===== config.mk =====
export PLATFORM = sky130hd
export DESIGN_NAME = apb_wr_master_flat
export DESIGN_NICKNAME = d
export VERILOG_FILES = /design/src/rtl/apb_wr_master_if.sv /design/src/rtl/apb_wr_master.sv /design/src/flat_wrapper.sv
export SDC_FILE = /design/constraint.sdc
export NUM_CORES = 1
export LEC_CHECK = 0
export ABC_AREA = 1
export CAP_MARGIN = 5
export CORE_UTILIZATION = 35
export CTS_BUF_LIST = sky130_fd_sc_hd__clkbuf_8 sky130_fd_sc_hd__clkbuf_16
export DETAILED_ROUTE_END_ITERATION = 10
export PLACE_DENSITY = 0.76
export SLEW_MARGIN = 15
export SYNTH_ARGS = -nofsm -noshare
export SYNTH_HDL_FRONTEND = slang
export SYNTH_SLANG_ARGS = --single-unit

===== constraint.sdc =====
create_clock -name PCLK_i -period 5.1 [get_ports PCLK_i]
set_input_delay 1.275 -clock PCLK_i [delete_from_list [all_inputs] [get_ports PCLK_i]]
set_output_delay 1.275 -clock PCLK_i [all_outputs]
set_load 0.02 [all_outputs]

===== src/rtl/apb_wr_master_if.sv =====
// ---------------------------------------------------------------------------
// apb_wr_master_if
// Bundles every non-clock, non-reset signal of the APB write master:
//   - CDC FIFO read side : afifo_rvld, afifo_rrdy, afifo_rpayload {id,addr,strb,data}
//   - APB4 master bus    : PSEL_o, PENABLE_o, PWRITE_o, PPROT_o, PADDR_o,
//                          PWDATA_o, PSTRB_o, PREADY_i, PSLVERR_i
//   - response port      : resp_vld, resp_rdy, resp_id, resp_err
//   - status             : timeout_o (watchdog termination pulse)
// Signal suffixes (_i/_o) are named from the master's point of view.
// Modports: master (the apb_wr_master block), slave (FIFO/APB slave/B-channel side).
// ---------------------------------------------------------------------------
interface apb_wr_master_if #(
    parameter int ID_NUM = 4,
    parameter int ADDR_W = 12,
    parameter int DATA_W = 32
) ();
    localparam int STRB_W = DATA_W / 8;
    localparam int PLD_W  = ID_NUM + ADDR_W + STRB_W + DATA_W;

    // FIFO read side
    logic              afifo_rvld;
    logic              afifo_rrdy;
    logic [PLD_W-1:0]  afifo_rpayload;

    // APB4 bus
    logic              PSEL_o;
    logic              PENABLE_o;
    logic              PWRITE_o;
    logic [2:0]        PPROT_o;
    logic [ADDR_W-1:0] PADDR_o;
    logic [DATA_W-1:0] PWDATA_o;
    logic [STRB_W-1:0] PSTRB_o;
    logic              PREADY_i;
    logic              PSLVERR_i;

    // Response port
    logic              resp_vld;
    logic              resp_rdy;
    logic [ID_NUM-1:0] resp_id;
    logic              resp_err;

    // Watchdog status
    logic              timeout_o;

    modport master (
        input  afifo_rvld, afifo_rpayload, PREADY_i, PSLVERR_i, resp_rdy,
        output afifo_rrdy, PSEL_o, PENABLE_o, PWRITE_o, PPROT_o, PADDR_o,
               PWDATA_o, PSTRB_o, resp_vld, resp_id, resp_err, timeout_o
    );

    modport slave (
        output afifo_rvld, afifo_rpayload, PREADY_i, PSLVERR_i, resp_rdy,
        input  afifo_rrdy, PSEL_o, PENABLE_o, PWRITE_o, PPROT_o, PADDR_o,
               PWDATA_o, PSTRB_o, resp_vld, resp_id, resp_err, timeout_o
    );
endinterface


===== src/rtl/apb_wr_master.sv =====
// ---------------------------------------------------------------------------
// apb_wr_master
// Write-only APB4 master draining the AXI-side CDC FIFO. Each popped payload
// {id, addr, strb, data} becomes one APB SETUP/ACCESS write; its completion
// status {id, err} is offered on a valid/ready response port. A PREADY
// watchdog ends hung accesses with an error so the FIFO never stalls forever.
// Ports:
//   PCLK_i     : clock for the whole block
//   PRESETn_i  : synchronous active-low reset
//   bus        : apb_wr_master_if.master (FIFO read side, APB bus, response
//                port, timeout pulse)
// All outputs come straight from flops; nothing combinational from inputs.
// ---------------------------------------------------------------------------
module apb_wr_master #(
    parameter int ID_NUM      = 4,
    parameter int ADDR_W      = 12,
    parameter int DATA_W      = 32,
    parameter int TIMEOUT_CYC = 256
) (
    input  logic            PCLK_i,
    input  logic            PRESETn_i,
    apb_wr_master_if.master bus
);
    localparam int STRB_W = DATA_W / 8;
    localparam int PLD_W  = ID_NUM + ADDR_W + STRB_W + DATA_W;
    localparam int WD_W   = $clog2(TIMEOUT_CYC) + 1;
    localparam bit WD_EN  = (TIMEOUT_CYC != 0);
    localparam int WD_LIM = WD_EN ? (TIMEOUT_CYC - 1) : 0;
    localparam logic [WD_W-1:0] WD_LIM_V = WD_LIM[WD_W-1:0];
    localparam logic [WD_W-1:0] WD_ONE   = WD_W'(1);

    typedef enum logic [1:0] {
        ST_IDLE   = 2'd0,
        ST_SETUP  = 2'd1,
        ST_ACCESS = 2'd2,
        ST_RESP   = 2'd3
    } state_t;

    state_t            state_q,    state_d;
    logic [WD_W-1:0]   wd_cnt_q,   wd_cnt_d;
    logic [ADDR_W-1:0] paddr_q,    paddr_d;
    logic [DATA_W-1:0] pwdata_q,   pwdata_d;
    logic [STRB_W-1:0] pstrb_q,    pstrb_d;
    logic              psel_q,     psel_d;
    logic              penable_q,  penable_d;
    logic              rrdy_q,     rrdy_d;
    logic              resp_vld_q, resp_vld_d;
    logic [ID_NUM-1:0] resp_id_q,  resp_id_d;
    logic              resp_err_q, resp_err_d;
    logic              timeout_q,  timeout_d;

    // Payload fields, id in the MSBs
    logic [PLD_W-1:0]  pld_s;
    logic [ID_NUM-1:0] pld_id_s;
    logic [ADDR_W-1:0] pld_addr_s;
    logic [STRB_W-1:0] pld_strb_s;
    logic [DATA_W-1:0] pld_data_s;

    assign pld_s      = bus.afifo_rpayload;
    assign pld_id_s   = pld_s[PLD_W-1 -: ID_NUM];
    assign pld_addr_s = pld_s[STRB_W+DATA_W +: ADDR_W];
    assign pld_strb_s = pld_s[DATA_W +: STRB_W];
    assign pld_data_s = pld_s[DATA_W-1:0];

    // Next-state, datapath capture and registered-output decode
    always_comb begin
        state_d    = state_q;
        wd_cnt_d   = wd_cnt_q;
        paddr_d    = paddr_q;
        pwdata_d   = pwdata_q;
        pstrb_d    = pstrb_q;
        resp_id_d  = resp_id_q;
        resp_err_d = resp_err_q;
        timeout_d  = 1'b0;

        case (state_q)
            ST_IDLE: begin
                // rrdy_q is high exactly when IDLE is reached, so it doubles as the pop qualifier
                if (bus.afifo_rvld && rrdy_q) begin
                    paddr_d    = pld_addr_s;
                    pwdata_d   = pld_data_s;
                    pstrb_d    = pld_strb_s;
                    resp_id_d  = pld_id_s;
                    resp_err_d = 1'b0;
                    if (pld_strb_s != {STRB_W{1'b0}}) begin
                        state_d = ST_SETUP;
                    end else begin
                        // Nothing to write: report success without touching the bus
                        state_d = ST_RESP;
                    end
                end else begin
                    state_d = ST_IDLE;
                end
            end
            ST_SETUP: begin
                wd_cnt_d = {WD_W{1'b0}};
                state_d  = ST_ACCESS;
            end
            ST_ACCESS: begin
                if (bus.PREADY_i) begin
                    resp_err_d = bus.PSLVERR_i;
                    state_d    = ST_RESP;
                end else if (WD_EN && (wd_cnt_q == WD_LIM_V)) begin
                    resp_err_d = 1'b1;
                    timeout_d  = 1'b1;
                    state_d    = ST_RESP;
                end else begin
                    // Saturate so a disabled watchdog cannot wrap the counter
                    if (wd_cnt_q != {WD_W{1'b1}}) begin
                        wd_cnt_d = wd_cnt_q + WD_ONE;
                    end else begin
                        wd_cnt_d = wd_cnt_q;
                    end
                    state_d = ST_ACCESS;
                end
            end
            ST_RESP: begin
                if (resp_vld_q && bus.resp_rdy) begin
                    state_d = ST_IDLE;
                end else begin
                    state_d = ST_RESP;
                end
            end
            default: begin
                state_d = ST_IDLE;
            end
        endcase

        // Bus controls are decoded from the next state so they appear registered
        psel_d     = (state_d == ST_SETUP) || (state_d == ST_ACCESS);
        penable_d  = (state_d == ST_ACCESS);
        rrdy_d     = (state_d == ST_IDLE);
        resp_vld_d = (state_d == ST_RESP);
    end

    // State, watchdog, datapath and output registers with synchronous reset
    always_ff @(posedge PCLK_i) begin
        if (!PRESETn_i) begin
            state_q    <= ST_IDLE;
            wd_cnt_q   <= {WD_W{1'b0}};
            paddr_q    <= {ADDR_W{1'b0}};
            pwdata_q   <= {DATA_W{1'b0}};
            pstrb_q    <= {STRB_W{1'b0}};
            psel_q     <= 1'b0;
            penable_q  <= 1'b0;
            rrdy_q     <= 1'b0;
            resp_vld_q <= 1'b0;
            resp_id_q  <= {ID_NUM{1'b0}};
            resp_err_q <= 1'b0;
            timeout_q  <= 1'b0;
        end else begin
            state_q    <= state_d;
            wd_cnt_q   <= wd_cnt_d;
            paddr_q    <= paddr_d;
            pwdata_q   <= pwdata_d;
            pstrb_q    <= pstrb_d;
            psel_q     <= psel_d;
            penable_q  <= penable_d;
            rrdy_q     <= rrdy_d;
            resp_vld_q <= resp_vld_d;
            resp_id_q  <= resp_id_d;
            resp_err_q <= resp_err_d;
            timeout_q  <= timeout_d;
        end
    end

    assign bus.afifo_rrdy = rrdy_q;
    assign bus.PSEL_o     = psel_q;
    assign bus.PENABLE_o  = penable_q;
    assign bus.PWRITE_o   = 1'b1;
    assign bus.PPROT_o    = 3'b000;
    assign bus.PADDR_o    = paddr_q;
    assign bus.PWDATA_o   = pwdata_q;
    assign bus.PSTRB_o    = pstrb_q;
    assign bus.resp_vld   = resp_vld_q;
    assign bus.resp_id    = resp_id_q;
    assign bus.resp_err   = resp_err_q;
    assign bus.timeout_o  = timeout_q;

endmodule


===== src/flat_wrapper.sv =====
// flat-port wrapper written by rule: the top's interface ports become plain ports
module apb_wr_master_flat 
#(
    parameter int ID_NUM      = 4,
    parameter int ADDR_W      = 12,
    parameter int DATA_W      = 32,
    parameter int TIMEOUT_CYC = 256
)
  (PCLK_i, PRESETn_i, bus_afifo_rvld, bus_afifo_rpayload, bus_PREADY_i, bus_PSLVERR_i, bus_resp_rdy, bus_afifo_rrdy, bus_PSEL_o, bus_PENABLE_o, bus_PWRITE_o, bus_PPROT_o, bus_PADDR_o, bus_PWDATA_o, bus_PSTRB_o, bus_resp_vld, bus_resp_id, bus_resp_err, bus_timeout_o);
  apb_wr_master_if #(.ID_NUM(ID_NUM), .ADDR_W(ADDR_W), .DATA_W(DATA_W)) bus_i ();
  input  logic PCLK_i;
  input  logic PRESETn_i;
  input wire logic [$bits(bus_i.afifo_rvld)-1:0] bus_afifo_rvld;
  input wire logic [$bits(bus_i.afifo_rpayload)-1:0] bus_afifo_rpayload;
  input wire logic [$bits(bus_i.PREADY_i)-1:0] bus_PREADY_i;
  input wire logic [$bits(bus_i.PSLVERR_i)-1:0] bus_PSLVERR_i;
  input wire logic [$bits(bus_i.resp_rdy)-1:0] bus_resp_rdy;
  output wire logic [$bits(bus_i.afifo_rrdy)-1:0] bus_afifo_rrdy;
  output wire logic [$bits(bus_i.PSEL_o)-1:0] bus_PSEL_o;
  output wire logic [$bits(bus_i.PENABLE_o)-1:0] bus_PENABLE_o;
  output wire logic [$bits(bus_i.PWRITE_o)-1:0] bus_PWRITE_o;
  output wire logic [$bits(bus_i.PPROT_o)-1:0] bus_PPROT_o;
  output wire logic [$bits(bus_i.PADDR_o)-1:0] bus_PADDR_o;
  output wire logic [$bits(bus_i.PWDATA_o)-1:0] bus_PWDATA_o;
  output wire logic [$bits(bus_i.PSTRB_o)-1:0] bus_PSTRB_o;
  output wire logic [$bits(bus_i.resp_vld)-1:0] bus_resp_vld;
  output wire logic [$bits(bus_i.resp_id)-1:0] bus_resp_id;
  output wire logic [$bits(bus_i.resp_err)-1:0] bus_resp_err;
  output wire logic [$bits(bus_i.timeout_o)-1:0] bus_timeout_o;
  assign bus_i.afifo_rvld = bus_afifo_rvld;
  assign bus_i.afifo_rpayload = bus_afifo_rpayload;
  assign bus_i.PREADY_i = bus_PREADY_i;
  assign bus_i.PSLVERR_i = bus_PSLVERR_i;
  assign bus_i.resp_rdy = bus_resp_rdy;
  assign bus_afifo_rrdy = bus_i.afifo_rrdy;
  assign bus_PSEL_o = bus_i.PSEL_o;
  assign bus_PENABLE_o = bus_i.PENABLE_o;
  assign bus_PWRITE_o = bus_i.PWRITE_o;
  assign bus_PPROT_o = bus_i.PPROT_o;
  assign bus_PADDR_o = bus_i.PADDR_o;
  assign bus_PWDATA_o = bus_i.PWDATA_o;
  assign bus_PSTRB_o = bus_i.PSTRB_o;
  assign bus_resp_vld = bus_i.resp_vld;
  assign bus_resp_id = bus_i.resp_id;
  assign bus_resp_err = bus_i.resp_err;
  assign bus_timeout_o = bus_i.timeout_o;
  apb_wr_master #(.ID_NUM(ID_NUM), .ADDR_W(ADDR_W), .DATA_W(DATA_W), .TIMEOUT_CYC(TIMEOUT_CYC)) u_core (.PCLK_i(PCLK_i), .PRESETn_i(PRESETn_i), .bus(bus_i));
endmodule

Yosys cells after proc, flatten, opt, wreduce, memory -nomap -nowiden
Cells that the tools add are included.
Word-level totals
  flip-flop bits (word level): 69
Operators by class
  add/sub/neg operators: 1
  equality and inequality tests: 13
  mux-type cells: 15
  bitwise logic cells: 2
  reductions and logical operators: 12
Operators by type and width (count)
  $mux W9: 3
  $pmux W9 S2: 1
  $add A9 B1 Y9 const B: 1
  $eq A9 B8 Y1 const B: 1
  $ne A9 B9 Y1 const B: 1
  $eq A2 B2 Y1 const B: 4
  $mux W2: 4
  $pmux W2 S4: 1
  $mux W1: 5
  $eq A2 B1 Y1 const B: 2
  $logic_not A2 Y1: 2
  $ne A2 B1 Y1 const B: 2
  $ne A2 B2 Y1 const B: 2
  $reduce_and A4 Y1: 1
  $reduce_bool A2 Y1: 2
  $reduce_bool A4 Y1: 1
  $ne A3 B2 Y1 const B: 1
  $reduce_and A3 Y1: 1
  $reduce_or A3 Y1: 1
  $logic_and A1 B1 Y1: 2
  $not A1 Y1: 2
  $pmux W1 S2: 1
  $reduce_and A2 Y1: 1
  $logic_or A1 B1 Y1: 1

Depth between registers and ports, before layout
Gate-level depths: netlist of run 1.
  depth in word-level cells: 6
  mapped depth: 11
  mapped depth without buffers: 11

Worst setup path after synthesis of run 1
Ideal clock, no wire load.
  kind: in2reg
  from: input port bus_afifo_rvld
  to: register u_core.psel_q, in the netlist u_core.bus.PSEL_o
  setup time: 0.109 ns
  arrival time: 2.101 ns
  data required time: 4.991 ns
  slack: 2.889 ns
  cell stages on the path: 8
  buffers on the path: 0
  cell sequence: nand4_4 -> nor2_1 -> nand2_1 -> nand2_1 -> inv_1 -> ha_1 -> nand2_1 -> inv_1
On the way
  cells in the longest elaborated chain, start to end: 5
  elaborated cells between the ends (all ways): 6
  classes of those cells: eq/ne: 2; mux: 2; reduce/logical: 2
RTL lines
  from (decl): line flat_wrapper.sv:13  | input wire logic [$bits(bus_i.afifo_rvld)-1:0] bus_afifo_rvld;
  $logic_and A1 B1 Y1 *: line apb_wr_master.sv:79  | if (bus.afifo_rvld && rrdy_q) begin
  $mux W2 *: line apb_wr_master.sv:79
  $pmux W2 S4 *: line apb_wr_master.sv:76  | case (state_q)
  named net u_core.state_d[1]: line apb_wr_master.sv:39  | state_t state_q, state_d;
  $eq A2 B1 Y1 / $eq A2 B2 Y1 (equally long branches): line apb_wr_master.sv:130  | psel_d = (state_d == ST_SETUP) || (state_d == ST_ACCESS);
  $logic_or A1 B1 Y1 *: line apb_wr_master.sv:130
  named net u_core.psel_d: line apb_wr_master.sv:44  | logic psel_q, psel_d;
  to (signal assigned): line apb_wr_master.sv:157  | psel_q <= psel_d;
  to (decl): line apb_wr_master.sv:44
The timed path passes the listed nets; every way through them passes the cells marked *.
A chain may end at the register's enable or synchronous reset.

Worst setup path after layout of run 1
  from: input port bus_afifo_rvld
  to: register u_core.pwdata_q[6], in the netlist u_core.bus.PWDATA_o[6]
On the way
  cells in the longest elaborated chain, start to end: 2
RTL lines
  $logic_and A1 B1 Y1: line apb_wr_master.sv:79
  $reduce_and A2 Y1 (no line)
  to (signal assigned): line apb_wr_master.sv:142  | pwdata_q <= {DATA_W{1'b0}};
  to (signal assigned): line apb_wr_master.sv:155  | pwdata_q <= pwdata_d;
  to (decl): line apb_wr_master.sv:42  | logic [DATA_W-1:0] pwdata_q, pwdata_d;
Every way passes these cells.

==> run summary, run 1 <==
Fin util -> 55.5%
Hold bufs inserted after CTS -> 0
GRT Total Usage -> 17.1%
Initial antenna violation count -> 0
Period utilization -> 62.7%
Syn Area/Cell -> 7.71 um^2
Crit path launch type -> input pin
CP Data Required Time -> 5380 ps
Worst hold-check path type -> reg -> reg
Ant. Diodes -> 0
Clk pin slew, worst setup/hold paths -> 80 ps
Share of the synthesized area in the top cell type -> 50.9%
Worst Max-Slew Pin Slew -> 908 ps
Post-synth top area cell -> dfxtp_1
Flop pwr share -> 37.2%
Fin area -> 4090 um^2
Bufs and invs on worst path -> 2
Die width -> 90.1 um
Placed cell area -> 3860 um^2
Most frequent cells in the layout -> 118 x nor2_1, 114 x clkdlybuf4s50_1, 69 x dfxtp_1
Starting density of the core -> 36.8%
CP cell instances -> clkdlybuf4s50_1, nand4_4, inv_2, nor2_1, nor2_1
Switch share -> 35.1%
Die ar. -> 8110 um^2
Power Internal -> 1.27 mW
Crit-path leading delay family -> buffers and inverters
Clock share of power -> 25.5%
First-pass GRT wire length -> 11.3 mm
DR pass1 iterations -> 4
Post-DP HPWL -> 4.53 mm
CP max stage delay -> 870 ps
Overall Power -> 1.95 mW
Final nets -> 523
Crit Path Class -> in -> reg
Commonest non-fill, non-tap cell in the layout -> nor2_1
Yosys reg bits -> 69
Yosys warning count -> 0
Iter 0 DRT Violations -> 80
Largest net degree at the start of global routing -> 62
Routed WL -> 6.54 mm
Fillers -> 698
Dominant cells by area after synthesis -> dfxtp_1 51%, nor2_1 16%, o21ai_0 9.8%
Syn Std Cell Area -> 2720 um^2
Final Skew -> 7.17 ps
Count of cell types in the netlist -> 27
Die height -> 90.1 um
Outcome -> finished clean
Setup TNS -> 0 ps
H-tree Lvls -> 3
RSZ-0062 raised after global routing -> false
Post-layout min period -> 3200 ps
Rows -> 31
GPL Wtd Cong -> 0.773
Worst EP arrival -> 3480 ps
VDD IR max -> 223 uV
CTS tree -> built
Via/cell ratio -> 4.56
Post-CTS sizing -> 0
CP Capture Type -> flop
Top fanout value on the critical path -> 55
I/O Pins -> 120
Final Hold Viols -> 0
Total of max-cap violations -> 0
Max Clock Freq -> 312 MHz
Wirelength per Cell -> 11.6 um
Port Buffers -> 115
Vias in the first global route -> 2,425
Num CTS Buffers -> 9
GR Overflow Total -> 0
P_sw -> 686 uW
Routed vias -> 2,566
DRC errors left -> 0
Final setup viols -> 0
Setup bufs post-CTS -> 0
Slew Limit Fails -> 0
Area Growth Syn to Fin -> 50.7%
Pwr/cell area -> 478 nW/um^2
Core ar. -> 7370 um^2
Cell count after synthesis -> 352
Longest Clk Path Bufs -> 2
CTS Sinks -> 69
Clock root cell -> clkbuf_8
Relative slew slack -> 39.5%
CP most frequent cell -> nor2_1
Sequential-to-total area share from yosys stat -> 50.9%
Pleak -> 1.59 nW
Logic gate share of total power -> 37.3%
Layout cells sized above 1 -> 6.03%
CP max-delay cell -> inv_2
Antenna-violating nets left -> 0
Worst hold margin -> 467 ps
Clock latency on the worst-skew pair -> 340 ps
-- flip-flops by register name (all words and copies together), names as in the netlist --
name	flops
u_core.bus.PADDR_o	12
u_core.bus.resp_id	4
u_core.bus.PWDATA_o	32
u_core.bus.PENABLE_o	1
u_core.wd_cnt_q	9
u_core.bus.resp_err	1
u_core.bus.afifo_rrdy	1
u_core.bus.resp_vld	1
u_core.bus.PSTRB_o	4
u_core.bus.timeout_o	1
u_core.bus.PSEL_o	1
u_core.state_q	2
-- cell type report --
type | count | area, um^2 | share of cell area (%)
Timing Repair Buffer | 115 | 1150 | 28.0
Tap cell | 99 | 124 | 3.03
Clock buffer | 9 | 124 | 3.03
Inverter | 20 | 75.1 | 1.83
Sequential cell | 69 | 1380 | 33.8
Clock inverter | 7 | 103 | 2.51
Multi-Input combinational cell | 244 | 1140 | 27.8
-- stage by stage --
stage,setup WS (ps),std cells
5_1_grt,1650,563
4_1_cts,1840,563
3_3_place_gp,1550,547
6_report,1900,563
2_1_floorplan,2890,354
3_5_place_dp,1470,547
-- tightest hold or removal path, stage by stage, from the launching register on --
cell and delay (ps):
dfxtp_1 320, nand2_1 60, a21oi_1 50
-- Yosys cell counts --
master / instances
a21oi_1: 7
a21oi_2: 2
and2_2: 1
buf_2: 1
buf_4: 9
buf_6: 1
clkbuf_1: 5
clkbuf_2: 5
conb_1: 2
dfxtp_1: 69
ha_1: 6
inv_1: 17
inv_2: 3
nand2_1: 31
nand2_2: 1
nand3_1: 7
nand3_2: 1
nand3_4: 1
nand3b_1: 2
nand4_1: 2
nand4_4: 1
nor2_1: 118
nor2_4: 1
nor3_1: 3
nor4_1: 2
o21a_1: 1
o21ai_0: 53
-- metal layers --
layer	part of all wire, %	global-route usage (%)	wire length (um)
met2	47	29.0	3100
met1	45	19.9	2940
met5	0	0	0
met3	7.0	7.11	458
met4	0.70	4.44	46
-- power groups by stage --
| stage | clock [mW] | sequential (mW) | combinational, mW |
|---|---|---|---|
| global placement | 0 | 0.737 | 0.723 |
| floorplan | 0 | 0.874 | 0.297 |
| global route | 0.541 | 0.743 | 0.806 |
| detailed placement | 0 | 0.741 | 0.736 |
| CTS | 0.515 | 0.729 | 0.738 |
| finish | 0.498 | 0.727 | 0.729 |
-- final timing paths --
| kind | from | endpoint | slack, ps | depth (start not counted) |
|---|---|---|---|---|
| max reg2reg | u_core.wd_cnt_q[0] | u_core.bus.PSEL_o | 2880 | 10 |
| min | u_core.bus.resp_err | u_core.bus.resp_err | 470 | 2 |
| max | bus_afifo_rvld | u_core.bus.PWDATA_o[6] | 1900 | 5 |
| min reg2reg | u_core.bus.resp_err | u_core.bus.resp_err | 470 | 2 |
-- cell families after synthesis --
logic type,Yosys count,share of synthesized area (%)
compound gates,63,12.0
fa+ha+maj,6,2.76
buf+inv,41,7.46
flops,69,50.9
other cells,2,0.277
simple gates,171,26.6
Power figures use the tool's default switching activity.
==> inputs of run 2 (changes only) <==
- clock period: 5.1 -> 3 ns (I/O delays scaled with it)
==> run summary, run 2 (synthesized netlist as in run 1, its figures left out) <==
Largest net degree at the start of global routing -> 53 (-15%)
Worst hold margin -> 479 ps (+12.0 ps)
Post-layout min period -> 2300 ps
Routed vias -> 2,564 (-0.078%)
Bufs and invs on worst path -> 2 (unchanged)
VDD IR max -> 500 uV (+120%)
Final setup viols -> 0 (unchanged)
GPL Wtd Cong -> 0.767 (-0.82%)
CP Data Required Time -> 3260 ps (-2120 ps)
Setup bufs post-CTS -> 0 (unchanged)
Area Growth Syn to Fin -> 50.6% (about the same)
Crit path launch type -> input pin
CP cell instances -> clkdlybuf4s50_1, nand4_4, inv_2, nor2_1, nor3_1
Crit-path leading delay family -> buffers and inverters
Initial antenna violation count -> 0 (unchanged)
Clk pin slew, worst setup/hold paths -> 70 ps (about the same)
RSZ-0062 raised after global routing -> false
GR Overflow Total -> 0 (unchanged)
Commonest non-fill, non-tap cell in the layout -> nor2_1
Rows -> 31 (unchanged)
GRT Total Usage -> 16.9% (-0.19 points)
Ant. Diodes -> 0 (unchanged)
CP max stage delay -> 740 ps (-130 ps)
Relative slew slack -> 43.1% (+3.6 points)
Crit Path Class -> in -> reg
CP max-delay cell -> inv_2
Period utilization -> 76.6%
Vias in the first global route -> 2,458 (+1.4%)
Setup TNS -> 0 ps (unchanged)
Starting density of the core -> 36.8% (unchanged)
Antenna-violating nets left -> 0 (unchanged)
CTS tree -> built
Pwr/cell area -> 798 nW/um^2 (+67%)
CTS Sinks -> 69 (unchanged)
Total of max-cap violations -> 0 (unchanged)
Longest Clk Path Bufs -> 2 (unchanged)
Final Hold Viols -> 0 (unchanged)
DR pass1 iterations -> 4 (unchanged)
WP depth -> 5 (unchanged)
Reg2Reg Depth -> 10 (unchanged)
Die width -> 90.1 um (unchanged)
Top fanout value on the critical path -> 52 (-5.5%)
I/O Pins -> 120 (unchanged)
DRC errors left -> 0 (unchanged)
Worst Max-Slew Pin Slew -> 853 ps (-55.6 ps)
Num CTS Buffers -> 9 (unchanged)
Die height -> 90.1 um (unchanged)
Worst hold-check path type -> reg -> reg
Worst EP arrival -> 2560 ps (-920 ps)
Flop-to-flop setup slack -> 850 ps (-2030 ps)
CP Capture Type -> flop
Post-CTS sizing -> 0 (unchanged)
Fin util -> 55.5% (about the same)
Post-DP HPWL -> 4.62 mm (+1.8%)
Hold bufs inserted after CTS -> 0 (unchanged)
Final nets -> 525 (+0.38%)
Overall Power -> 3.27 mW (+67%)
Clock latency on the worst-skew pair -> 330 ps (about the same)
Hold Crit Depth -> 2 (unchanged)
Max Clock Freq -> 435 MHz
Layout cells sized above 1 -> 6.44% (+0.40 points)
Wirelength per Cell -> 11.8 um (+1.2%)
Core ar. -> 7370 um^2 (unchanged)
Slew Limit Fails -> 0 (unchanged)
Via/cell ratio -> 4.54 (-0.43%)
Outcome -> finished clean
Iter 0 DRT Violations -> 109 (+36%)
H-tree Lvls -> 3 (unchanged)
Die ar. -> 8110 um^2 (unchanged)
Final Skew -> 7.97 ps (+0.794 ps)
Most frequent cells in the layout -> 118 x nor2_1, 114 x clkdlybuf4s50_1, 69 x dfxtp_1
Pleak -> 1.59 nW (about the same)
Max reg flops -> 32 (unchanged)
First-pass GRT wire length -> 11.2 mm (-0.30%)
Clock root cell -> clkbuf_8
Routed WL -> 6.64 mm (+1.6%)
Port Buffers -> 115 (unchanged)
-- run 2: cell types whose count changed in the layout (fill, tap and decap cells not counted), sizes merged --
cell      previous run  this run
clkinvlp             1         2
bufinv               2         1
clkbuf               9        11
inv                 24        20
buf                  1         3
clkinv               0         2
-- run 2: metal layers --
layer / part of all wire [%] / global-route usage [%] / vias up
li1: - / - / 1329
met1: 45 / 20.0 / 1145
met2: 48 / 28.8 / 84
met3: 6.4 / 6.35 / 6
met4: 0.80 / 4.30 / 0
met5: 0 / 0 / -
-- run 2: cell type report --
cell class | count | area (um^2)
well taps | 99 | 124
flip-flops and latches | 69 | 1380
multi-input cells | 244 | 1140
repair buffers | 117 | 1160
fillers | 686 | 3280
clock inverters | 5 | 58.8
inverters | 20 | 75.1
clock buffers | 11 | 151
-- run 2: path summary, 6_finish.rpt --
kind	startpoint	endpoint
max	bus_afifo_rvld	u_core.bus.PSTRB_o[3]
min	u_core.bus.resp_err	u_core.bus.resp_err
max reg2reg	u_core.wd_cnt_q[0]	u_core.bus.PSEL_o
min reg2reg	u_core.bus.resp_err	u_core.bus.resp_err
-- run 2: per-stage QoR --
stage                     cell area, um^2  worst slack, ps  std cells
final                                4090              701        565
after global routing                 4090              484        565
after CTS                            4090              683        565
after detailed placement             3880              322        549
after global placement               3880              355        549
after floorplan                      2720             1130        354
-- run 2: power by group --
group,internal (mW),switching (mW)
combinational,0.560,0.698
sequential,1.12,0.113
clock,0.429,0.342
-- run 2: tightest hold or removal path, stage by stage (launching register included) --
cell     delay (ps)
dfxtp_1         320
nand2_1          60
a21oi_1          50
